--- src/rtl/alu_issue_ctrl.sv ---
// Three-stage issue controller for a 16-bit ALU: IDLE accepts, ISSUE drives the ALU,
// WB writes back and updates the carry/zero flags.
module alu_issue_ctrl (
  input  logic        clk,
  input  logic        rst_n,
  input  logic        in_valid,
  output logic        in_ready,
  input  logic [15:0] instr,
  input  logic [15:0] ra_val,
  input  logic [15:0] rb_val,
  output logic [2:0]  alu_sel,
  output logic [15:0] alu_arg1,
  output logic [15:0] alu_arg2,
  output logic        alu_carry_in,
  input  logic [15:0] alu_result,
  input  logic        alu_carry,
  output logic        wb_en,
  output logic [2:0]  wb_addr,
  output logic [15:0] wb_data,
  output logic        flag_c,
  output logic        flag_z,
  output logic        done,
  output logic        skipped,
  output logic        illegal
);

  typedef enum logic [1:0] {IDLE = 2'd0, ISSUE = 2'd1, WB = 2'd2} state_t;

  localparam logic [3:0] OP_ADD  = 4'b0000;
  localparam logic [3:0] OP_ADI  = 4'b0001;
  localparam logic [3:0] OP_NAND = 4'b0010;

  state_t      state_q, state_d;
  logic [15:0] instr_q, ra_q, rb_q;
  logic [15:0] res_q;
  logic [2:0]  dst_q;
  logic        exec_q, skip_q, ill_q;
  logic        flag_c_q, flag_z_q;

  logic [3:0]  op;
  logic [1:0]  cz;
  logic        is_add, is_adi, is_nand;
  logic        legal, cond_ok;

  assign op      = instr_q[15:12];
  assign cz      = instr_q[1:0];
  assign is_add  = (op == OP_ADD);
  assign is_adi  = (op == OP_ADI);
  assign is_nand = (op == OP_NAND) && (cz != 2'b11);
  assign legal   = is_add || is_adi || is_nand;

  // Conditional forms look at the flags as they stand during ISSUE.
  always_comb begin
    cond_ok = 1'b1;
    if (is_add || is_nand) begin
      if (cz == 2'b10) cond_ok = flag_c_q;
      else if (cz == 2'b01) cond_ok = flag_z_q;
    end
  end

  always_ff @(posedge clk or negedge rst_n) begin
    if (!rst_n) state_q <= IDLE;
    else        state_q <= state_d;
  end

  always_comb begin
    state_d = state_q;
    case (state_q)
      IDLE:    if (in_valid) state_d = ISSUE;
      ISSUE:   state_d = WB;
      WB:      state_d = IDLE;
      default: state_d = IDLE;
    endcase
  end

  always_comb begin
    in_ready     = (state_q == IDLE);
    alu_sel      = 3'b000;
    alu_arg1     = 16'h0000;
    alu_arg2     = 16'h0000;
    alu_carry_in = 1'b0;
    if (state_q == ISSUE) begin
      alu_sel  = is_nand ? 3'b001 : 3'b000;
      alu_arg1 = ra_q;
      if (is_adi)
        alu_arg2 = {{10{instr_q[5]}}, instr_q[5:0]};
      else if (is_add && cz == 2'b11)
        alu_arg2 = {rb_q[14:0], 1'b0};
      else
        alu_arg2 = rb_q;
    end
    done    = (state_q == WB);
    wb_en   = done && exec_q;
    skipped = done && skip_q;
    illegal = done && ill_q;
    wb_addr = wb_en ? dst_q : 3'd0;
    wb_data = wb_en ? res_q : 16'h0000;
  end

  assign flag_c = flag_c_q;
  assign flag_z = flag_z_q;

  always_ff @(posedge clk or negedge rst_n) begin
    if (!rst_n) begin
      instr_q  <= 16'h0000;
      ra_q     <= 16'h0000;
      rb_q     <= 16'h0000;
      res_q    <= 16'h0000;
      dst_q    <= 3'd0;
      exec_q   <= 1'b0;
      skip_q   <= 1'b0;
      ill_q    <= 1'b0;
      flag_c_q <= 1'b0;
      flag_z_q <= 1'b0;
    end else begin
      if (state_q == IDLE && in_valid) begin
        instr_q <= instr;
        ra_q    <= ra_val;
        rb_q    <= rb_val;
      end
      if (state_q == ISSUE) begin
        res_q  <= alu_result;
        dst_q  <= is_adi ? instr_q[8:6] : instr_q[5:3];
        exec_q <= legal && cond_ok;
        skip_q <= legal && !cond_ok;
        ill_q  <= !legal;
        if (legal && cond_ok) begin
          flag_z_q <= (alu_result == 16'h0000);
          if (!is_nand) flag_c_q <= alu_carry;
        end
      end
    end
  end

endmodule

--- config.mk ---
export PLATFORM = sky130hd
export DESIGN_NAME = alu_issue_ctrl
export DESIGN_NICKNAME = d
export VERILOG_FILES = /design/src/rtl/alu_issue_ctrl.sv
export SDC_FILE = /design/constraint.sdc
export NUM_CORES = 1
export LEC_CHECK = 0
export ABC_AREA = 0
export CAP_MARGIN = 40
export CORE_UTILIZATION = 44
export CTS_CLUSTER_DIAMETER = 50
export DETAILED_ROUTE_END_ITERATION = 10
export GPL_TIMING_DRIVEN = 0
export PLACE_DENSITY_LB_ADDON = 0.2
export SYNTH_ARGS = -nofsm -noshare
export SYNTH_HDL_FRONTEND = slang
export SYNTH_SLANG_ARGS = --single-unit
--- constraint.sdc ---
create_clock -name clk -period 2.1 [get_ports clk]
set_clock_uncertainty 0.05 [all_clocks]
set_input_delay 0.315 -clock clk [delete_from_list [all_inputs] [get_ports clk]]
set_output_delay 0.315 -clock clk [all_outputs]
set_load 0.01 [all_outputs]
## After elaboration in Yosys (flattened, before gate mapping)

Index checks and enable logic that the tools add are counted.

| operators by class | value |
|---|---|
| eq/ne operators | 9 |
| muxes and demuxes | 14 |
| bitwise logic cells | 1 |
| reductions and logical operators | 18 |

Operators with widths:

| operator | number |
|---|---|
| two-way mux 16 bit | 5 |
| logical NOT 16 bit | 1 |
| logical AND 1 bit | 8 |
| == test 2 bit, second input constant | 3 |
| two-way mux 3 bit | 2 |
| two-way mux 1 bit | 5 |
| == test 2 x 1 -> 1 bit, second input constant | 2 |
| == test 4 x 1 -> 1 bit, second input constant | 1 |
| == test 4 x 2 -> 1 bit, second input constant | 1 |
| logical NOT 4 bit | 1 |
| != test 2 bit, second input constant | 2 |
| one-hot mux 2 bit (2 select lines) | 1 |
| logical OR 1 bit | 3 |
| AND reduction 3 bit | 1 |
| logical NOT 1 bit | 2 |
| logical NOT 2 bit | 1 |
| two-way mux 2 bit | 1 |
| AND reduction 2 bit | 1 |
| inverter 1 bit | 1 |

| word-level totals | value |
|---|---|
| bits in registers | 74 |
| input port bits | 68 |
| output and inout port bits | 62 |
| logic and storage cells | 53 |

## Depth between registers and ports, before layout

| depth | value |
|---|---|
| depth in word-level cells | 6 |
| depth in mapped cells | 6 |
| mapped depth without buffers | 4 |

## Worst setup path after synthesis

OpenSTA, ideal clock, no wires.

| timing | value |
|---|---|
| path type | register -> output |
| from | reg instr_q[15] |
| to | out alu_arg2[12] |
| data arrival time | 1422 ps |
| data required time | 1735 ps |
| slack | 313 ps |
| stages on the path, launching flop included | 7 |
| path buffers | 2 |
| cells stage by stage | dfrtp_1 nor3_2 and4b_1 buf_4 buf_4 nand2_1 a31oi_1 |

| between the ends | value |
|---|---|
| cells in the longest elaborated chain, start to end | 5 |
| elaborated cells on any way between the ends | 6 |

RTL lines:

| what | line | source |
|---|---|---|
| start, declared | 34 | `logic [15:0] instr_q, ra_q, rb_q;` |
| start signal, assigned | 117 | `instr_q <= instr;` |
| logical NOT 4 bit | 47 | `assign is_add = (op == OP_ADD);` |
| logical AND 1 bit | 87 | `else if (is_add && cz == 2'b11)` |
| two-way mux 16 bit | 87 |  |
| two-way mux 16 bit (*) | 85 | `if (is_adi)` |
| two-way mux 16 bit (*) | 82 | `if (state_q == ISSUE) begin` |
| end, declared | 13 | `output logic [15:0] alu_arg2,` |

Every way passes the cells marked *; elsewhere a longest branch is shown, timed or not.

## Worst setup path in the final report

| timing | value |
|---|---|
| from | reg instr_q[14] |
| to | out alu_arg2[7] |

The elaborated chain is that of the path after synthesis.

==> impl_results.md <==
* Status: finished, violations left
* Failing checks: negative setup slack
* Cts bufs inserted at 9
* Routed Antenna Nets at 0
* Final period utilization at 106.8%
* Synth top area share at 52.87%
* Post-synthesis cell area at 0.003361 mm^2
* Starting density of the core at 45.84%
* Final Max Tran Viols at 0
* F_max at 446.1 MHz
* Vias post-DR at 2978
* Top cells by area, synth: dfrtp_1 (53%), mux2_2 (15%), nand2_1 (8.4%), and2_1 (3.9%), and3_1 (3.7%)
* Setup ws final at -0.1418 ns
* Sequential cell area at 0.001784 mm^2
* Die Footprint at 0.007991 mm^2
* Kind of critical path: reg -> out
* Share of cells above drive strength 1 at 31.56%
* Net Sw Frac at 29.85%
* Largest net degree at the start of global routing at 38
* Min Tclk post-route at 2.242 ns
* Total Power at 4.638 mW
* Most used cell, CP: buf_6
* Total gr overflow at 0
* Root Driver: clkbuf_8
* Longest Clk Path Bufs at 2
* Endpoints failing setup at 15
* Slowest CP cell: dfrtp_2
* Area of the multi-input gates at 0.001585 mm^2
* Slowest stage delay, CP at 0.42 ns
* Register bit total from synthesis at 71
* Worst skew pair latency at 0.34 ns
* Fillers at 549
* Critical-path cell list: nor3_4 -> and4b_1 -> buf_6 -> buf_12 -> buf_6 -> nor3_2 -> nor3_1 -> buf_2
* Power share of the clock group at 26.3%
* Gr usage total at 23.49%
* Startpoint Class: flip-flop
* Avg Vias per Cell at 5.073
* Initial antenna violation count at 0
* DRC Markers at 0
* Cells after Synth at 325
* Routed wire length at 9001 um
* Layout net count at 551
* Worst Setup End Kind: output pin
* Initial DRT Pass Iterations at 4
* Asr flop ratio synth at 100.0%
* Post-Syn Area per Cell at 10.34 um^2
* Routed WL per cell at 15.33 um
* # IOs at 130
* Reg2Reg Setup Slack at 0.12 ns
* Core area at 0.007331 mm^2
* Leak at 2.574 nW
* Number of synthesized flops with an enable pin at 0
* Yosys warning count at 0
* CTS tree: built
* Post-DP HPWL at 6227 um
* RSZ-0062 raised after global routing: true
* Post-DP Area at 0.004741 mm^2
* Sequential-to-total area share from yosys stat at 52.87%
* Die W at 89.40 um
* Arrival @ worst endpoint at 1.88 ns
* Maxcap violations at 0
* Sequential share of power at 43.6%
* Cell taking the most area after synthesis: dfrtp_1
* Syn-to-layout area delta at 56.14%
* Post-Place Cells at 550
* Reg clk slew, reported paths at 0.08 ns
* Top delay family on crit path: simple AND/OR/NAND/NOR gates
* Crit-path max FO at 5
* Finished layout cell area at 0.005248 mm^2
* First DRT Iteration DRCs at 83
* Sum of negative setup slack at -1.152 ns
* Internal power at 3.253 mW
* GP Congestion at 0.8060
* Hold WC Path Type: in -> async
* Prevailing post-synth register cell: dfrtp_1
* Finished Layout Cells at 587
* P_sw at 1.385 mW
* I/O Buffers at 123
* Global-route wire length before repair at 13940 um
* Max H-tree Level at 3
* Number of global-route vias before repair at 2894
* Number of core rows at 31
* ANT cells at 0
* Fin util at 71.58%
* Pwr Density at 883.8 mW/mm^2
* Comb pwr share at 30.1%
* Cell variety after synth at 32
* Die height at 89.40 um
* Max VDD drop at 0.0004809 V
* Required time of the critical path at 1.74 ns
* CP bufs+invs at 4
* # clock sinks at 71
* Final hold violations at 0
-- final cells by class --
| type | instances | share of cell area (%) |
|---|---|---|
| multi-input cells | 229 | 30.21 |
| plain buffers | 25 | 3.887 |
| repair buffers | 145 | 25.11 |
| clock inverters | 3 | 1.240 |
| flip-flops and latches | 71 | 34.00 |
| clock buffers | 13 | 3.028 |
| inverters | 2 | 0.1669 |
| well taps | 99 | 2.361 |
-- state kept, by name, indices dropped and copies added (netlist names) --
register and cells:
res_q 16, skip_q 1, flag_c 1, instr_q 13, ra_q 16, state_q 2, flag_z 1, rb_q 16
ill_q 1, dst_q 3, exec_q 1
-- final timing paths --
| kind | from | endpoint | depth (start not counted) |
|---|---|---|---|
| setup / recovery | instr_q[14] | alu_arg2[7] | 8 |
| hold / removal | rst_n | rb_q[6] | 2 |
| setup reg to reg | state_q[0] | ra_q[4] | 6 |
| hold reg to reg | res_q[0] | res_q[0] | 2 |
| max in group asynchronous | rst_n | instr_q[13] | 3 |
| min in group clk | res_q[0] | res_q[0] | 2 |
-- synthesized netlist by cell type, types with 4 or more instances --
cell type and instances:
buf_2 10, nor2_1 12, dfrtp_1 71, a31oi_1 12, and3_1 20, nor4_1 4
mux2_2 45, clkbuf_1 8, nor3_1 14, and2_1 21, nand2_1 75, buf_4 6
o21ai_0 5
-- power groups by stage --
stage | Sequential [mW] | Combinational (mW) | Clock [mW]
6_report | 2.02 | 1.40 | 1.22
5_1_grt | 2.07 | 1.53 | 1.30
4_1_cts | 2.01 | 1.34 | 1.25
3_5_place_dp | 2.02 | 1.29 | 0
3_3_place_gp | 1.99 | 1.25 | 0
2_1_floorplan | 1.94 | 0.758 | 0
-- metal layers --
metal | global-route usage, % | routed length (um)
met1 | 30.32 | 4015
met2 | 37.68 | 4282
met3 | 6.371 | 534
met4 | 9.380 | 168
met5 | 0 | 0
-- cells by family (layout without fill, tap and decap cells) --
kind of cell,after synthesis,in the layout,share of synthesized area (%)
AOI/OAI and AO/OA,22,22,4.318
buffers and inverters,27,188,4.058
DFF,71,71,52.87
muxes,48,48,16.12
other,1,3,0.1116
and+or+nand+nor,156,156,22.52
-- what timing repair did --
item | in CTS | in global routing
setup endpoints to repair | 56 | 37
pin swaps | 16 | 8
cloned | 3 | 0
gates resized for setup | 161 | 23
hold buffers | 1 | 0
buffers inserted | 13 | 4
endpoints found under the hold margin | 34 | 0
-- per-stage QoR --
step                      worst slack (ns)  hold WS (ns)
after detailed placement           -0.3275        0.2494
final                              -0.1418        0.4117
after global placement              -1.791        0.3988
after global routing               -0.2461        0.4376
after floorplan                     0.3133      -0.03059
after CTS                          -0.1680        0.4239
-- placed cells by master, fill, tap and decap left out, drive strengths merged --
cell type / instances
a22o: 1
buf: 53
clkdlybuf4s50: 67
a21oi: 2
bufinv: 2
clkinv: 2
nand2b: 2
dlygate4sd3: 1
nor3b: 1
a21o: 1
nor4: 4
nor2b: 1
inv: 1
or3b: 2
conb: 3
and2: 21
and4b: 1
dlygate4sd2: 37
nand4b: 1
a2111oi: 1
nand4: 1
o21ai: 5
mux2: 46
clkbuf: 23
nor3: 15
nand2: 75
a31oi: 12
dfrtp: 71
nor2: 12
dlymetal6s2s: 1
clkdlybuf4s15: 1
and3: 20
mux2i: 2
Power figures use the tool's default switching activity.
